## src/rtl/mau_pkg.sv

```systemverilog
// Shared AHB encodings, FSM state type and latched request attributes
// for the memory access unit.
package mau_pkg;

  localparam logic [1:0] HTRANS_IDLE   = 2'b00;
  localparam logic [1:0] HTRANS_NONSEQ = 2'b10;

  localparam logic [1:0] HRESP_OKAY  = 2'b00;
  localparam logic [1:0] HRESP_ERROR = 2'b01;
  localparam logic [1:0] HRESP_RETRY = 2'b10;
  localparam logic [1:0] HRESP_SPLIT = 2'b11;

  localparam logic [2:0] HSIZE_BYTE = 3'b000;
  localparam logic [2:0] HSIZE_HALF = 3'b001;
  localparam logic [2:0] HSIZE_WORD = 3'b010;

  // Core-side access size encoding
  localparam logic [1:0] SZ_BYTE = 2'b00;
  localparam logic [1:0] SZ_HALF = 2'b01;
  localparam logic [1:0] SZ_WORD = 2'b10;

  typedef enum logic [1:0] {IDLE, REQ, ADDR, DATA} mau_state_t;

  typedef struct packed {
    logic       write;
    logic [1:0] size;
    logic       uns;
  } mau_attr_t;

  // Conflicting pulses, illegal size or a misaligned half/word never reach the bus.
  function automatic logic bad_req(input logic ld, input logic st,
                                   input logic [1:0] sz, input logic [1:0] lo);
    logic bad;
    case (sz)
      SZ_BYTE: bad = 1'b0;
      SZ_HALF: bad = lo[0];
      SZ_WORD: bad = (lo != 2'b00);
      default: bad = 1'b1;
    endcase
    return bad | (ld & st);
  endfunction

  function automatic logic [2:0] to_hsize(input logic [1:0] sz);
    case (sz)
      SZ_BYTE: return HSIZE_BYTE;
      SZ_HALF: return HSIZE_HALF;
      default: return HSIZE_WORD;
    endcase
  endfunction

endpackage

```

## src/rtl/mau_lane.sv

```systemverilog
// Byte-lane steering: replicates store data across lanes and extracts,
// then sign/zero-extends, the addressed lane of a load.
module mau_lane
  import mau_pkg::*;
(
  input  logic [1:0]  size,
  input  logic [1:0]  off,
  input  logic        unsigned_ld,
  input  logic [31:0] wdata,
  input  logic [31:0] hrdata,
  output logic [31:0] hwdata,
  output logic [31:0] rdata
);

  logic [7:0]  byte_sel;
  logic [15:0] half_sel;

  always_comb begin
    hwdata = wdata;
    case (size)
      SZ_BYTE: hwdata = {4{wdata[7:0]}};
      SZ_HALF: hwdata = {2{wdata[15:0]}};
      default: hwdata = wdata;
    endcase
  end

  always_comb begin
    byte_sel = hrdata[7:0];
    case (off)
      2'd1:    byte_sel = hrdata[15:8];
      2'd2:    byte_sel = hrdata[23:16];
      2'd3:    byte_sel = hrdata[31:24];
      default: byte_sel = hrdata[7:0];
    endcase
    half_sel = off[1] ? hrdata[31:16] : hrdata[15:0];
  end

  always_comb begin
    rdata = hrdata;
    case (size)
      SZ_BYTE: rdata = {{24{byte_sel[7] & ~unsigned_ld}}, byte_sel};
      SZ_HALF: rdata = {{16{half_sel[15] & ~unsigned_ld}}, half_sel};
      default: rdata = hrdata;
    endcase
  end

endmodule

```

## src/rtl/mau_ahb.sv

```systemverilog
// Memory access unit: turns single core load/store pulses into single
// AHB transfers with arbitration, retry handling and a bus timeout.
module mau_ahb
  import mau_pkg::*;
#(
  parameter int ADDR_W    = 32,
  parameter int TIMEOUT   = 16,
  parameter int MAX_RETRY = 4
) (
  input  logic              HCLK,
  input  logic              HRESETn,
  output logic [ADDR_W-1:0] HADDR,
  output logic [1:0]        HTRANS,
  output logic              HWRITE,
  output logic [2:0]        HSIZE,
  output logic [2:0]        HBURST,
  output logic [31:0]       HWDATA,
  input  logic [31:0]       HRDATA,
  output logic              HBUSREQ,
  output logic              HLOCK,
  input  logic              HGRANT,
  input  logic              HREADY,
  input  logic [1:0]        HRESP,
  input  logic              req_load,
  input  logic              req_store,
  input  logic [ADDR_W-1:0] addr,
  input  logic [31:0]       wdata,
  input  logic [1:0]        size,
  input  logic              unsigned_ld,
  output logic [31:0]       rdata,
  output logic              ready,
  output logic              err,
  output logic              busy
);

  localparam int TW = $clog2(TIMEOUT + 2);
  localparam int RW = $clog2(MAX_RETRY + 2);
  localparam logic [TW-1:0] TMO_LAST = TW'(TIMEOUT > 0 ? TIMEOUT - 1 : 0);
  localparam logic [RW-1:0] RTY_LAST = RW'(MAX_RETRY > 0 ? MAX_RETRY - 1 : 0);

  mau_state_t        state;
  mau_attr_t         attr;
  logic [ADDR_W-1:0] addr_q;
  logic [31:0]       wdata_q;
  logic [TW-1:0]     tmo_cnt;
  logic [RW-1:0]     retry_cnt;
  logic              tmo_hit;
  logic [31:0]       lane_hwdata;
  logic [31:0]       lane_rdata;

  assign HBURST  = 3'b000;
  assign HLOCK   = 1'b0;
  assign tmo_hit = (TIMEOUT != 0) && (tmo_cnt == TMO_LAST);

  mau_lane u_lane (
    .size        (attr.size),
    .off         (addr_q[1:0]),
    .unsigned_ld (attr.uns),
    .wdata       (wdata_q),
    .hrdata      (HRDATA),
    .hwdata      (lane_hwdata),
    .rdata       (lane_rdata)
  );

  always_ff @(posedge HCLK or negedge HRESETn) begin
    if (!HRESETn) begin
      state     <= IDLE;
      attr      <= '0;
      addr_q    <= '0;
      wdata_q   <= '0;
      tmo_cnt   <= '0;
      retry_cnt <= '0;
      HADDR     <= '0;
      HTRANS    <= HTRANS_IDLE;
      HWRITE    <= 1'b0;
      HSIZE     <= '0;
      HWDATA    <= '0;
      HBUSREQ   <= 1'b0;
      rdata     <= '0;
      ready     <= 1'b0;
      err       <= 1'b0;
      busy      <= 1'b0;
    end else begin
      ready <= 1'b0;
      err   <= 1'b0;
      // busy covers the ready/err cycle itself, then drops unless a new access is accepted
      if (ready || err) busy <= 1'b0;

      case (state)
        IDLE: begin
          if (req_load || req_store) begin
            addr_q     <= addr;
            wdata_q    <= wdata;
            attr.write <= req_store;
            attr.size  <= size;
            attr.uns   <= unsigned_ld;
            busy       <= 1'b1;
            tmo_cnt    <= '0;
            retry_cnt  <= '0;
            if (bad_req(req_load, req_store, size, addr[1:0])) begin
              err <= 1'b1;
            end else begin
              state   <= REQ;
              HBUSREQ <= 1'b1;
            end
          end
        end

        REQ: begin
          if (HGRANT && HREADY) begin
            state   <= ADDR;
            tmo_cnt <= '0;
            HTRANS  <= HTRANS_NONSEQ;
            HADDR   <= addr_q;
            HWRITE  <= attr.write;
            HSIZE   <= to_hsize(attr.size);
          end else if (tmo_hit) begin
            state   <= IDLE;
            tmo_cnt <= '0;
            HBUSREQ <= 1'b0;
            err     <= 1'b1;
          end else begin
            tmo_cnt <= tmo_cnt + 1'b1;
          end
        end

        ADDR: begin
          if (HREADY) begin
            state   <= DATA;
            tmo_cnt <= '0;
            HTRANS  <= HTRANS_IDLE;
            HWDATA  <= lane_hwdata;
          end
        end

        DATA: begin
          if (HREADY) begin
            tmo_cnt <= '0;
            if (HRESP == HRESP_OKAY) begin
              state   <= IDLE;
              HBUSREQ <= 1'b0;
              ready   <= 1'b1;
              if (!attr.write) rdata <= lane_rdata;
            end else if (HRESP == HRESP_ERROR || retry_cnt == RTY_LAST) begin
              state   <= IDLE;
              HBUSREQ <= 1'b0;
              err     <= 1'b1;
            end else begin
              // RETRY/SPLIT: re-arbitrate and replay the same transfer
              retry_cnt <= retry_cnt + 1'b1;
              state     <= REQ;
            end
          end else if (tmo_hit) begin
            state   <= IDLE;
            tmo_cnt <= '0;
            HBUSREQ <= 1'b0;
            err     <= 1'b1;
          end else begin
            tmo_cnt <= tmo_cnt + 1'b1;
          end
        end

        default: state <= IDLE;
      endcase
    end
  end

endmodule
```

## config.mk

```make
export PLATFORM = sky130hd
export DESIGN_NAME = mau_ahb
export DESIGN_NICKNAME = d
export VERILOG_FILES = /design/src/rtl/mau_pkg.sv /design/src/rtl/mau_lane.sv /design/src/rtl/mau_ahb.sv
export SDC_FILE = /design/constraint.sdc
export NUM_CORES = 1
export LEC_CHECK = 0
export ABC_AREA = 1
export CAP_MARGIN = 20
export CORE_ASPECT_RATIO = 0.5
export CORE_MARGIN = 2
export CORE_UTILIZATION = 25
export DETAILED_ROUTE_END_ITERATION = 8
export SYNTH_ARGS = -nofsm -noshare
export SYNTH_HDL_FRONTEND = slang
export SYNTH_SLANG_ARGS = --single-unit
```

## constraint.sdc

```tcl
create_clock -name HCLK -period 2.4 [get_ports HCLK]
set_clock_uncertainty 0.1 [all_clocks]
set_input_delay 0.48 -clock HCLK [delete_from_list [all_inputs] [get_ports HCLK]]
set_output_delay 0.48 -clock HCLK [all_outputs]
set_load 0.1 [all_outputs]
```

After elaboration in Yosys (flattened, before gate mapping)
Index checks and enable logic that the tools add are counted.
{"block": "op_classes", "muxes": 53, "n_addsub": 2, "n_bitwise": 6, "reduce_logical": 21, "n_eq_ne": 21}
{"op": "$pmux 32 s2", "count": 2}
{"op": "$mux 5", "count": 5}
{"op": "$mux 1", "count": 24}
{"op": "$pmux 8 s3", "count": 1}
{"op": "$pmux 5 s4", "count": 1}
{"op": "$mux 16", "count": 1}
{"op": "$mux 2", "count": 8}
{"op": "$ne 2x2->1 const B", "count": 8}
{"op": "$mux 3", "count": 4}
{"op": "$eq 2x1->1 const B", "count": 5}
{"op": "$eq 2x2->1 const B", "count": 5}
{"op": "$reduce_and 5->1", "count": 2}
{"op": "$pmux 1 s3", "count": 3}
{"op": "$logic_not 2->1", "count": 4}
{"op": "$pmux 2 s2", "count": 2}
{"op": "$pmux 2 s4", "count": 1}
{"op": "$reduce_and 2->1", "count": 4}
{"op": "$pmux 3 s2", "count": 1}
{"op": "$reduce_and 3->1", "count": 2}
{"op": "$reduce_bool 2->1", "count": 3}
{"op": "$add 5x1->5 const B", "count": 1}
{"op": "$eq 5x4->1 const B", "count": 1}
{"op": "$ne 4x4->1 const B", "count": 1}
{"op": "$reduce_and 4->1", "count": 1}
{"op": "other kinds (8)", "count": 13}
{"block": "word_totals", "in_bits": 107, "out_inout_bits": 110, "word_cells": 121, "reg_bits": 184}

Longest topological paths before layout
{"block": "depth", "ltp_word": 8, "ltp_mapped": 9, "mapped_depth_nobuf": 9}

By module
A second synthesis with hierarchy kept.
{"block": "unflattened", "hier_cells": 1031, "area_unflattened_um2": 8599.5}
{"mod": "mau_ahb", "cells_per_inst": 785, "instances": 1, "area_per_inst_um2": 7322.0, "seq_area_each_um2": 4554.4}
{"mod": "mau_lane", "cells_per_inst": 246, "instances": 1, "area_per_inst_um2": 1277.5, "seq_area_each_um2": 0.0}

Worst setup path before layout
No wires, ideal clock.
{"block": "synth_path", "kind": "in2reg", "startpoint": "input port HREADY", "endpoint": "register rdata[2]", "path_stages": 7, "arrival_time_ns": 1.331, "path_buffers": 3, "setup_ns": 0.120, "setup_slack_ns": 0.849, "required_ns": 2.180, "cell_sequence": "buf_2 -> nand2_1 -> nor3_2 -> buf_4 -> buf_6 -> nand4_1 -> o21a_1"}
{"block": "synth_between", "elab_chain_len": 1}
{"item": "start, declared", "line_no": "mau_ahb.sv:22", "text": "input logic HREADY,"}
{"item": "$reduce_and 4->1 (no line)"}
{"item": "end signal, assigned", "line_no": "mau_ahb.sv:143", "text": "if (!attr.write) rdata <= lane_rdata;"}
{"item": "end, declared", "line_no": "mau_ahb.sv:30", "text": "output logic [31:0] rdata,"}
No other way between the ends.
A chain may end at the register's enable or synchronous reset.

Worst setup path in the final report
{"block": "layout_path", "startpoint": "register attr[1] (netlist name)", "endpoint": "register rdata[14]"}
{"block": "layout_between", "elab_chain_len": 2, "word_cells_on_any_way": 3, "cone_classes": "1 x eq/ne; 1 x mux; 1 x reduce/logical"}
{"item": "$eq 2x1->1 / $logic_not 2->1 (equally long branches)", "line_no": "mau_lane.sv:40", "text": "case (size)"}
{"item": "$pmux 32 s2 *", "line_no": "mau_lane.sv:40"}
Mark *: on every way between the ends. The rest lies on a longest branch, timed or not.

==> results.md <==
- Vias in the first global route: 7019
- Tmin final: 1940 ps
- Setup TNS: 0 ps
- Layout fillers: 3322
- Met2 wire length: 12.8 mm
- Final nets: 1292
- Synth area leaders: dfrtp_1, nand2_1, o21ai_0
- Synth Flop Type: dfrtp_1
- CTS Buffer Depth: 2
- Die width: 261 microns
- Synthesized instance count: a little under 1000
- Hold Path Class: flop to flop
- FMAX: 0.515 GHz
- Skew-Pair Late Insertion Delay: roughly 440 ps
- FFs w/ async S/R, synth: 1.00
- Die footprint: 0.0346 sq mm
- Global-route wire length before repair: between 30 and 40 mm
- Die height: 132 microns
- Synth Warn #: 0
- Slew HR: 0.595
- WL met3: 721 microns
- Routability cong.: roughly 0.90
- Final setup margin: roughly 460 ps
- Hold WS: between 300 and 400 ps
- Commonest cells after routing, fill and taps aside: nand2_1, dfrtp_1, buf_4
- RSZ-0062 raised after global routing: no
- Num CTS Buffers: 17
- CTS root buf: clkbuf_16
- Crit share post-route: 0.808
- Max-cap violations: 0
- Total GRT Usage: 0.147
- Crit-path max FO: 18
- Clock-pin slew on the worst setup and hold paths: around 70 ps
- CTS tree: yes
- WS Path Type: flop to flop
- Fin. Hold Viols: 0
- Layout cells sized above 1: 0.172
- Synth unique cells: 40
- Placement Rows: 46
- Top-area cell type share of the netlist area: 0.552
- Num Clock Sinks: between 150 and 200
- Synthesized flop and latch total: 182
- Highest routed layer: met4
- DP HPWL: 18.0 mm
- DR pass1 iterations: 5
- Syn avg cell area: 8.42 sq um
- Largest net degree at the start of global routing: 65
- CP startpoint kind: flop
- Avg WL per Cell: 15.3 microns
- WP data arrival: 2200 ps
- # IOs: between 200 and 250
- P&R area growth vs syn: 34.7%
- Pre-CTS WS: 162 ps
- Core region area: 0.0321 sq mm
- Critical Path Start: attr[1]
- WP data required: 2660 ps
- Cell Area, Synth: 0.00825 sq mm
- Vias per inst: 4.30
- Final number of setup-violating endpoints: 0
- Port Buffers: 210
- Number of setup buffers added after CTS: 0
- H-tree levels: 4
- Drt drc: 0
- Final Max Slew Viols: 0
- Outcome: completed
- Initial drt markers: roughly 600
- Routed WL: roughly 25 mm
- Worst setup EP type: flop
- Starting Density: 0.257
- Register area share after synthesis: 0.552
- Commonest non-fill, non-tap cell in the layout: nand2_1
- Met1 Wirelength: 10.7 mm
- Most area-hungry cell type in the Yosys netlist: dfrtp_1
- Cts repair resizes: 0
- Initial antenna violation count: 2
- Number of synthesized flops with an enable pin: 0
- Reg2reg start: attr[1]
- Worst-margin pin slew: 607 ps
- Gr ovfl total: 0
- Min-delay src: wdata_q[16]
- Via count: 7001
- Antenna viol nets, final: 0
timing repair:
item,4_1_cts,5_1_grt
endpoints found under the setup margin,0,0
endpoints found under the hold margin,47,0
hold buffers,1,0
worst paths after layout:
| kind | endpoint | slack [ps] | depth (start not counted) |
|---|---|---|---|
| min in group asynchronous | addr_q[19] | 460 | 2 |
| hold reg to reg | wdata_q[16] | 380 | 2 |
| hold / removal | wdata_q[16] | 380 | 2 |
| setup / recovery | rdata[14] | 460 | 6 |
| max in group asynchronous | wdata_q[20] | 1010 | 3 |
| setup reg to reg | rdata[14] | 460 | 6 |
logic make-up after synthesis:
logic type	share of synthesized area
adder cells (fa/ha/maj)	0.00455
AND/OR/NAND/NOR	0.239
AO/OA/AOI/OAI	0.117
other	0.000454
flip-flops	0.552
buffers and inverters	0.0863
XOR/XNOR	0.00106
routing by layer:
layer,up-vias,track usage
met5,-,0
li1,3476,-
met1,3349,0.184
met3,27,0.0293
met4,0,0.0505
met2,149,0.254
state kept, by name, summed over array words and instances, names as in the netlist:
| register | count |
|---|---|
| attr | 4 |
| err | 1 |
| wdata_q | 32 |
| HADDR | 32 |
| state | 2 |
| HWDATA | 32 |
| ready | 1 |
| addr_q | 32 |
| HWRITE | 1 |
| busy | 1 |
| rdata | 32 |
| HTRANS | 1 |
| HSIZE | 2 |
| retry_cnt | 3 |
| HBUSREQ | 1 |
| tmo_cnt | 5 |
final cells by class:
| type | count | area (sq um) | area share |
|---|---|---|---|
| diodes | 2 | 5.00 | 0.000450 |
| well taps | 432 | 541 | 0.0486 |
| clock inverters | 12 | 130 | 0.0117 |
| flip-flops and latches | 182 | 4550 | 0.410 |
| multi-input cells | 650 | 3010 | 0.271 |
| clock buffers | 18 | 429 | 0.0386 |
| repair buffers | 232 | 2070 | 0.187 |
| inverters | 99 | 373 | 0.0335 |
cells in the mapped netlist, types with 13 or more instances:
master,count
or2_2,16
buf_2,17
o21ai_0,92
nand2_1,368
inv_1,90
a21oi_1,18
clkbuf_1,14
dfrtp_1,182
nand3_1,36
o21ai_2,13
buf_4,13
nor2_1,33
o21ai_1,18
critical path, cell delays in order, from the launching register on:
cell and delay [ps]:
dfrtp_1 420, nor2_4 270, inv_1 90, a21oi_2 160
nand3_2 370, buf_4 320, a2bb2oi_1 140
per-stage QoR:
| stage | util | area, sq um | std cells |
|---|---|---|---|
| 2_1_floorplan | - | 8270 | 985 |
| 3_3_place_gp | 0.329 | 10500 | 1594 |
| 5_1_grt | 0.347 | 11100 | 1627 |
| 3_5_place_dp | 0.329 | 10500 | 1594 |
| 6_report | 0.347 | 11100 | 1627 |
| 4_1_cts | 0.347 | 11100 | 1625 |
Power is left out: the tool's default activity adds up to more than one toggle a clock period on the data nets, which glitch-free logic cannot reach.
